===== config.mk =====
export PLATFORM = sky130hd
export DESIGN_NAME = ad9945_cfg_ctrl
export DESIGN_NICKNAME = d
export VERILOG_FILES = /design/src/rtl/ad9945_cfg_ctrl.sv
export SDC_FILE = /design/constraint.sdc
export NUM_CORES = 1
export LEC_CHECK = 0
export ABC_CLOCK_PERIOD_IN_PS = 2100
export BUFFER_PORTS_ARGS = -buffer_cell sky130_fd_sc_hd__buf_4
export CAP_MARGIN = 20
export CORE_MARGIN = 3
export CORE_UTILIZATION = 40
export DETAILED_ROUTE_END_ITERATION = 8
export HOLD_SLACK_MARGIN = 0.02
export PLACE_DENSITY = 0.54
export RECOVER_POWER = 100
export SLEW_MARGIN = 0
export SYNTH_ARGS = -nofsm -noshare
export SYNTH_HDL_FRONTEND = slang
export SYNTH_SLANG_ARGS = --single-unit

===== constraint.sdc =====
create_clock -name sys_clk -period 2.1 [get_ports sys_clk]
set_input_delay 0.315 -clock sys_clk [delete_from_list [all_inputs] [get_ports sys_clk]]
set_output_delay 0.315 -clock sys_clk [all_outputs]
set_load 0.01 [all_outputs]

===== src/rtl/ad9945_cfg_ctrl.sv =====
// AD9945 AFE configuration sequencer: shadows Oper/Ctrl/Clamp/VGA_Gain and
// serializes dirty registers over the SL/SCK/SDATA 3-wire port, LSB first.
module ad9945_cfg_ctrl #(
  parameter int SCK_DIV = 10
) (
  input  logic       sys_clk,
  input  logic       resetn,
  input  logic       cfg_en,
  input  logic [6:0] Oper,
  input  logic [6:0] Ctrl,
  input  logic [7:0] Clamp,
  input  logic [9:0] VGA_Gain,
  output logic       SL,
  output logic       SCK,
  output logic       SDATA,
  output logic       cfg_busy,
  output logic       cfg_done
);

  typedef enum logic [2:0] {IDLE, SELECT, SETUP, SHIFT, HOLD, GAP} state_t;

  localparam logic [8:0] DIV_M1 = 9'(SCK_DIV - 1);
  localparam logic [8:0] GAP_M1 = 9'(2 * SCK_DIV - 1);

  state_t      state, state_nx;
  logic [8:0]  cnt;
  logic [3:0]  bit_idx;
  logic        phase;
  logic [15:0] sreg;
  logic [11:0] shadow [4];
  logic [11:0] in_val [4];
  logic [3:0]  dirty, dirty_nx;
  logic [1:0]  sel;
  logic        en_d;
  logic        done;
  logic        cnt_last;
  logic        more;

  assign in_val[0] = {5'd0, Oper};
  assign in_val[1] = {5'd0, Ctrl};
  assign in_val[2] = {4'd0, Clamp};
  assign in_val[3] = {2'd0, VGA_Gain};

  assign cnt_last = (state == GAP) ? (cnt == GAP_M1) : (cnt == DIV_M1);
  assign more     = en_d && (dirty != 4'd0);

  always_comb begin
    sel = 2'd0;
    for (int i = 3; i >= 0; i--)
      if (dirty[i]) sel = i[1:0];
  end

  always_comb begin
    state_nx = state;
    case (state)
      IDLE:    if (more) state_nx = SELECT;
      SELECT:  state_nx = SETUP;
      SETUP:   if (cnt_last) state_nx = SHIFT;
      SHIFT:   if (cnt_last && phase && bit_idx == 4'd15) state_nx = HOLD;
      HOLD:    if (cnt_last) state_nx = GAP;
      GAP:     if (cnt_last) state_nx = more ? SELECT : IDLE;
      default: state_nx = IDLE;
    endcase
  end

  // Rising edge of cfg_en marks everything dirty; the register being loaded
  // in SELECT is cleared since its shadow takes the current input value.
  always_comb begin
    dirty_nx = dirty;
    if (cfg_en && !en_d) begin
      dirty_nx = 4'hF;
    end else if (!en_d) begin
      dirty_nx = 4'h0;
    end else begin
      for (int i = 0; i < 4; i++) begin
        if (state == SELECT && sel == i[1:0]) dirty_nx[i] = 1'b0;
        else if (in_val[i] != shadow[i])     dirty_nx[i] = 1'b1;
      end
    end
  end

  always_ff @(posedge sys_clk or negedge resetn) begin
    if (!resetn) begin
      state   <= IDLE;
      cnt     <= '0;
      bit_idx <= '0;
      phase   <= 1'b0;
      sreg    <= '0;
      dirty   <= '0;
      en_d    <= 1'b0;
      done    <= 1'b0;
      for (int i = 0; i < 4; i++) shadow[i] <= '0;
    end else begin
      state <= state_nx;
      en_d  <= cfg_en;
      dirty <= dirty_nx;
      done  <= (state == GAP) && cnt_last && !more && en_d;
      cnt   <= (state_nx != state || cnt_last || state == IDLE) ? 9'd0 : cnt + 9'd1;
      if (state == SELECT) begin
        shadow[sel] <= in_val[sel];
        sreg        <= {in_val[sel], 2'b00, sel};
        bit_idx     <= '0;
        phase       <= 1'b0;
      end else if (state == SHIFT && cnt_last) begin
        phase <= ~phase;
        // Advance data only as SCK returns low, never during the high phase.
        if (phase) begin
          sreg    <= {1'b0, sreg[15:1]};
          bit_idx <= bit_idx + 4'd1;
        end
      end else if (state != SHIFT) begin
        phase <= 1'b0;
      end
    end
  end

  assign SL       = !(state == SETUP || state == SHIFT || state == HOLD);
  assign SCK      = (state == SHIFT) && phase;
  assign SDATA    = !SL && sreg[0];
  assign cfg_busy = (state != IDLE);
  assign cfg_done = done;

endmodule


# Word-level counts from Yosys, hierarchy flattened
# Cells that the tools add are included.
# totals
register_bits	87
latch_bits	0
ram_bits	0
mem_bits_ro	0
inputBits	35
out_inout_bits	5
memories	0
# classes
n_addsub	2
multipliers	0
n_div	0
order_cmp	2
n_eq_ne	21
n_shift	0
muxes	38
bitwise	2
reduce_logical	30
# op_table
op	count
$bwmux 48	1
$mux 16	3
$mux 12	3
$bmux 12 s2	1
$demux 12 s2	1
$ne 7x12->1	2
$mux 4	5
$pmux 3 s6	1
$ne 4x1->1 const B	4
$logic_and 1x1->1	15
$mux 3	5
$mux 1	13
$ne 10x12->1	1
$ne 8x12->1	1
$add 9x1->9 const B	1
$eq 9x4->1 const B	1
$eq 9x5->1 const B	1
$mux 9	1
$mux 2	4
$eq 3x2->1 const B	2
$eq 3x3->1 const B	2
$reduce_bool 3->1	2
$add 4x1->4 const B	1
$eq 2x2->1 const B	2
other kinds (16)	22

# Longest topological paths before layout
# logic_depth
word_depth	10
mapped_depth	8

# Worst setup path before layout
# No wires, ideal clock.
# synth_timing
kind	register -> register
start	reg dirty[2]
end	reg shadow[12] in the netlist's numbering
setup_time_ns	0.125
t_arrival_ns	1.794
required_ns	1.975
slack_ns	0.181
path_stages_with_launch	6
n_path_buf	1
cell_sequence	dfrtp_1 > nand2b_1 > a21oi_1 > buf_4 > mux4_2 > mux2_2
# synth_between
elab_chain_len	9
# synth_rtl
item	line_no	rtl
start: declaration	32	logic [3:0] dirty, dirty_nx;
start signal: assignment	96	dirty <= dirty_nx;
$mux 2 (*) (3 in series)	50	if (dirty[i]) sel = i[1:0];
$not 2->3 (not written as such) (*)	100	shadow[sel] <= in_val[sel];
$ge 3x3->1 (not written as such) or $lt 3x1->1 (tied branches)	100	
$logic_and 1x1->1 (not written as such)	100	
$mux 12 (not written as such)	100	
$demux 12 s2	100	
$bwmux 48 (*)	100	
end signal: indexed assignment	100	
end: declaration	30	logic [11:0] shadow [4];
# Every way passes the cells marked *; elsewhere a longest branch is shown, timed or not. The select of a mux whose other input is x is not followed.
# A chain may end at the register's enable or synchronous reset.

# Final worst setup path
# layout_timing
start	reg dirty[2]
end	reg shadow[41] in the netlist's numbering
# Same word-level chain as after synthesis.

==> out/metrics.yaml <==
place_congestion: 0.813
min_path_type: "in2reg"
maxSlewViolCount: 0
fin_tns_setup_ns: 0
critPathMaxStageDelay_ns: 0.57
rows: 35
synth_area_leaders: "dfrtp_1, mux2_2, xor2_1"
crit_family: "multiplexers"
fin_crit_ns: 1.98
yosys_warnings: 0
holdWs_ns: 0.104
rr_worst_depth: 5
worst_pin_slew_ns: 1.02
drt_iter0_drc: 120
path_buf_inv: 1
power_density_nw_per_um2: 856
start_util: 0.413
final_common_cell: "dfrtp_1"
overflow: 0
syn-cell-area_um2: 3830
grt_usage: 0.167
ys_types: 43
post-place-ws_ns: 0.114
critPathKind: "reg2reg"
antenna_found_initial: 0
synth_nets: 367
io_pins: 40
synthCells: 330
antennaDiodeCount: 0
layout_setup_ws_ns: 0.119
slowest_stage: "mux4_2"
die-height_um: 104
whs_path_depth: 1
grt_pass1_wl_um: 14100
period_share: 0.943
r2r_end: "shadow[41]"
power.leakage_nw: 2.04
drt-total-wl_um: 8650
via_count: 2615
p_total_mw: 3.87
outcome: "completed"
ys_seq_area_frac: 0.502
drive_above_1_share: 0.299
core_um2: 9280
setup_viol: 0
via_per_inst: 5.03
wl_per_cell_um: 16.6
die_area_um2: 10800
drc: 0
fin_nets: 423
arrival_ns: 2.21
cts_resized: 0
area_growth_pct: 17.8
slew_headroom: 0.317
grt_max_degree: 40
syn_area_per_cell_um2: 11.6
crit_chain: "nand2b_1 > a21oi_1 > buf_4 > mux4_2 > mux2_2"
clk_pin_slew_worst_paths_ns: 0.08
hold_violations: 0
dpl.hpwl_um: 6410
min_from: "cfg_en"
worstHoldEndpoint: "en_d"
cts_max_level: 3
dr.pass1.iters: 4
rr_startpoint: "dirty[2]"
die_w_um: 104
cp_max_fo: 5
cap_violations: 0
rrSetupSlack_ns: 0.12
rsz0062_at_grt: "no"
cts_root_buf: "clkbuf_8"
cts_tree: "built"
synth_edf_count: 0
cp-start-kind: "flop"
fmax_ghz: 0.505
async_flop_share: 1.00
ys_ff_latch: 77
cts_buffers: 9
cts_max_path_buffers: 2
drtAntennaViolNets: 0
clk_latency_ns: 0.35
grt_pass1_vias: 2642
ys.flop_type: "dfrtp_1"
cp-end-kind: "flop"
synth_top_area_frac: 0.502
mostFrequentLayoutCells: "dfrtp_1, buf_4, xor2_1"
yosys.area.top_type: "dfrtp_1"
numClockSinks: 77
vdd_ir_drop_max_uv: 294
worstPathRequired_ns: 2.33
skew_ns: 0.00814
place.port_buffers: 39
## cells in the mapped netlist, drive strengths merged (3+ instances only)
master and instances:
nand3 11, a21oi 5, xnor2 9, inv 7
and3 3, mux4 7, nand2b 3, mux2i 15
nor2b 7, mux2 30, xor2 33, a31o 4
nor3b 3, nand3b 4, and2 4, dfrtp 77
nor3 6, clkbuf 4, nand2 22, nor4 9
nor2 26, o21ai 14, buf 11, and3b 3
## timing repair
item / in CTS / in global routing
setup buffers: 0 / 2
hold endpoints to repair: 38 / 0
hold buffers: 1 / 0
setup endpoints to repair: 0 / 2
## worst max-delay path by stage
stage | depth (start not counted) | start | end
detailed placement | 5 | dirty[2] | shadow[14]
global placement | 5 | dirty[2] | shadow[42]
finish | 5 | dirty[2] | shadow[41]
global route | 6 | cnt[2] | sreg[11]
CTS | 5 | dirty[2] | shadow[42]
floorplan | 5 | dirty[2] | shadow[12]
## registers in the layout (all words and copies together) (netlist names)
name,flops
phase,1
en_d,1
sreg,14
dirty,4
shadow,40
cnt,9
state,3
bit_idx,4
cfg_done,1
## power breakdown
part           total, mW  switching (mW)  internal (mW)  leakage [nW]
registers           2.01           0.236           1.77         0.978
logic              0.835           0.406          0.429         0.976
clock network       1.02           0.566          0.457        0.0880
total               3.87            1.21           2.66          2.04
## stage by stage
step	util	cells	cell area (um2)
3_5_place_dp	0.468	501	4350
2_1_floorplan	-	330	3830
5_1_grt	0.487	520	4520
4_1_cts	0.488	518	4530
3_3_place_gp	0.468	501	4350
6_report	0.487	520	4520
## logic make-up (layout without fill, tap and decap cells)
logic type / after synthesis / in the layout / share of synthesized area
multiplexers: 52 / 52 / 0.169
XOR/XNOR: 42 / 42 / 0.0959
AND/OR/NAND/NOR: 107 / 107 / 0.147
flip-flops: 77 / 77 / 0.502
adder cells (fa/ha/maj): 2 / 2 / 0.00652
AO/OA/AOI/OAI: 28 / 28 / 0.0440
buffers and inverters: 22 / 83 / 0.0346
## area by class of cell
cell class	count	area, um2
fillers	880	4770
flip-flops and latches	77	1930
multi-input cells	231	1770
repair buffers	60	452
well taps	129	161
clock buffers	10	138
clock inverters	6	38.8
inverters	7	26.3
## layer usage
metal | GRT usage | vias up | wire (um)
met5 | 0 | - | 0
met4 | 0.0627 | 0 | 127
met1 | 0.233 | 1299 | 4070
met3 | 0.0255 | 10 | 242
met2 | 0.266 | 50 | 4210
li1 | - | 1256 | -
No activity file was read; power rests on OpenSTA's default activity.
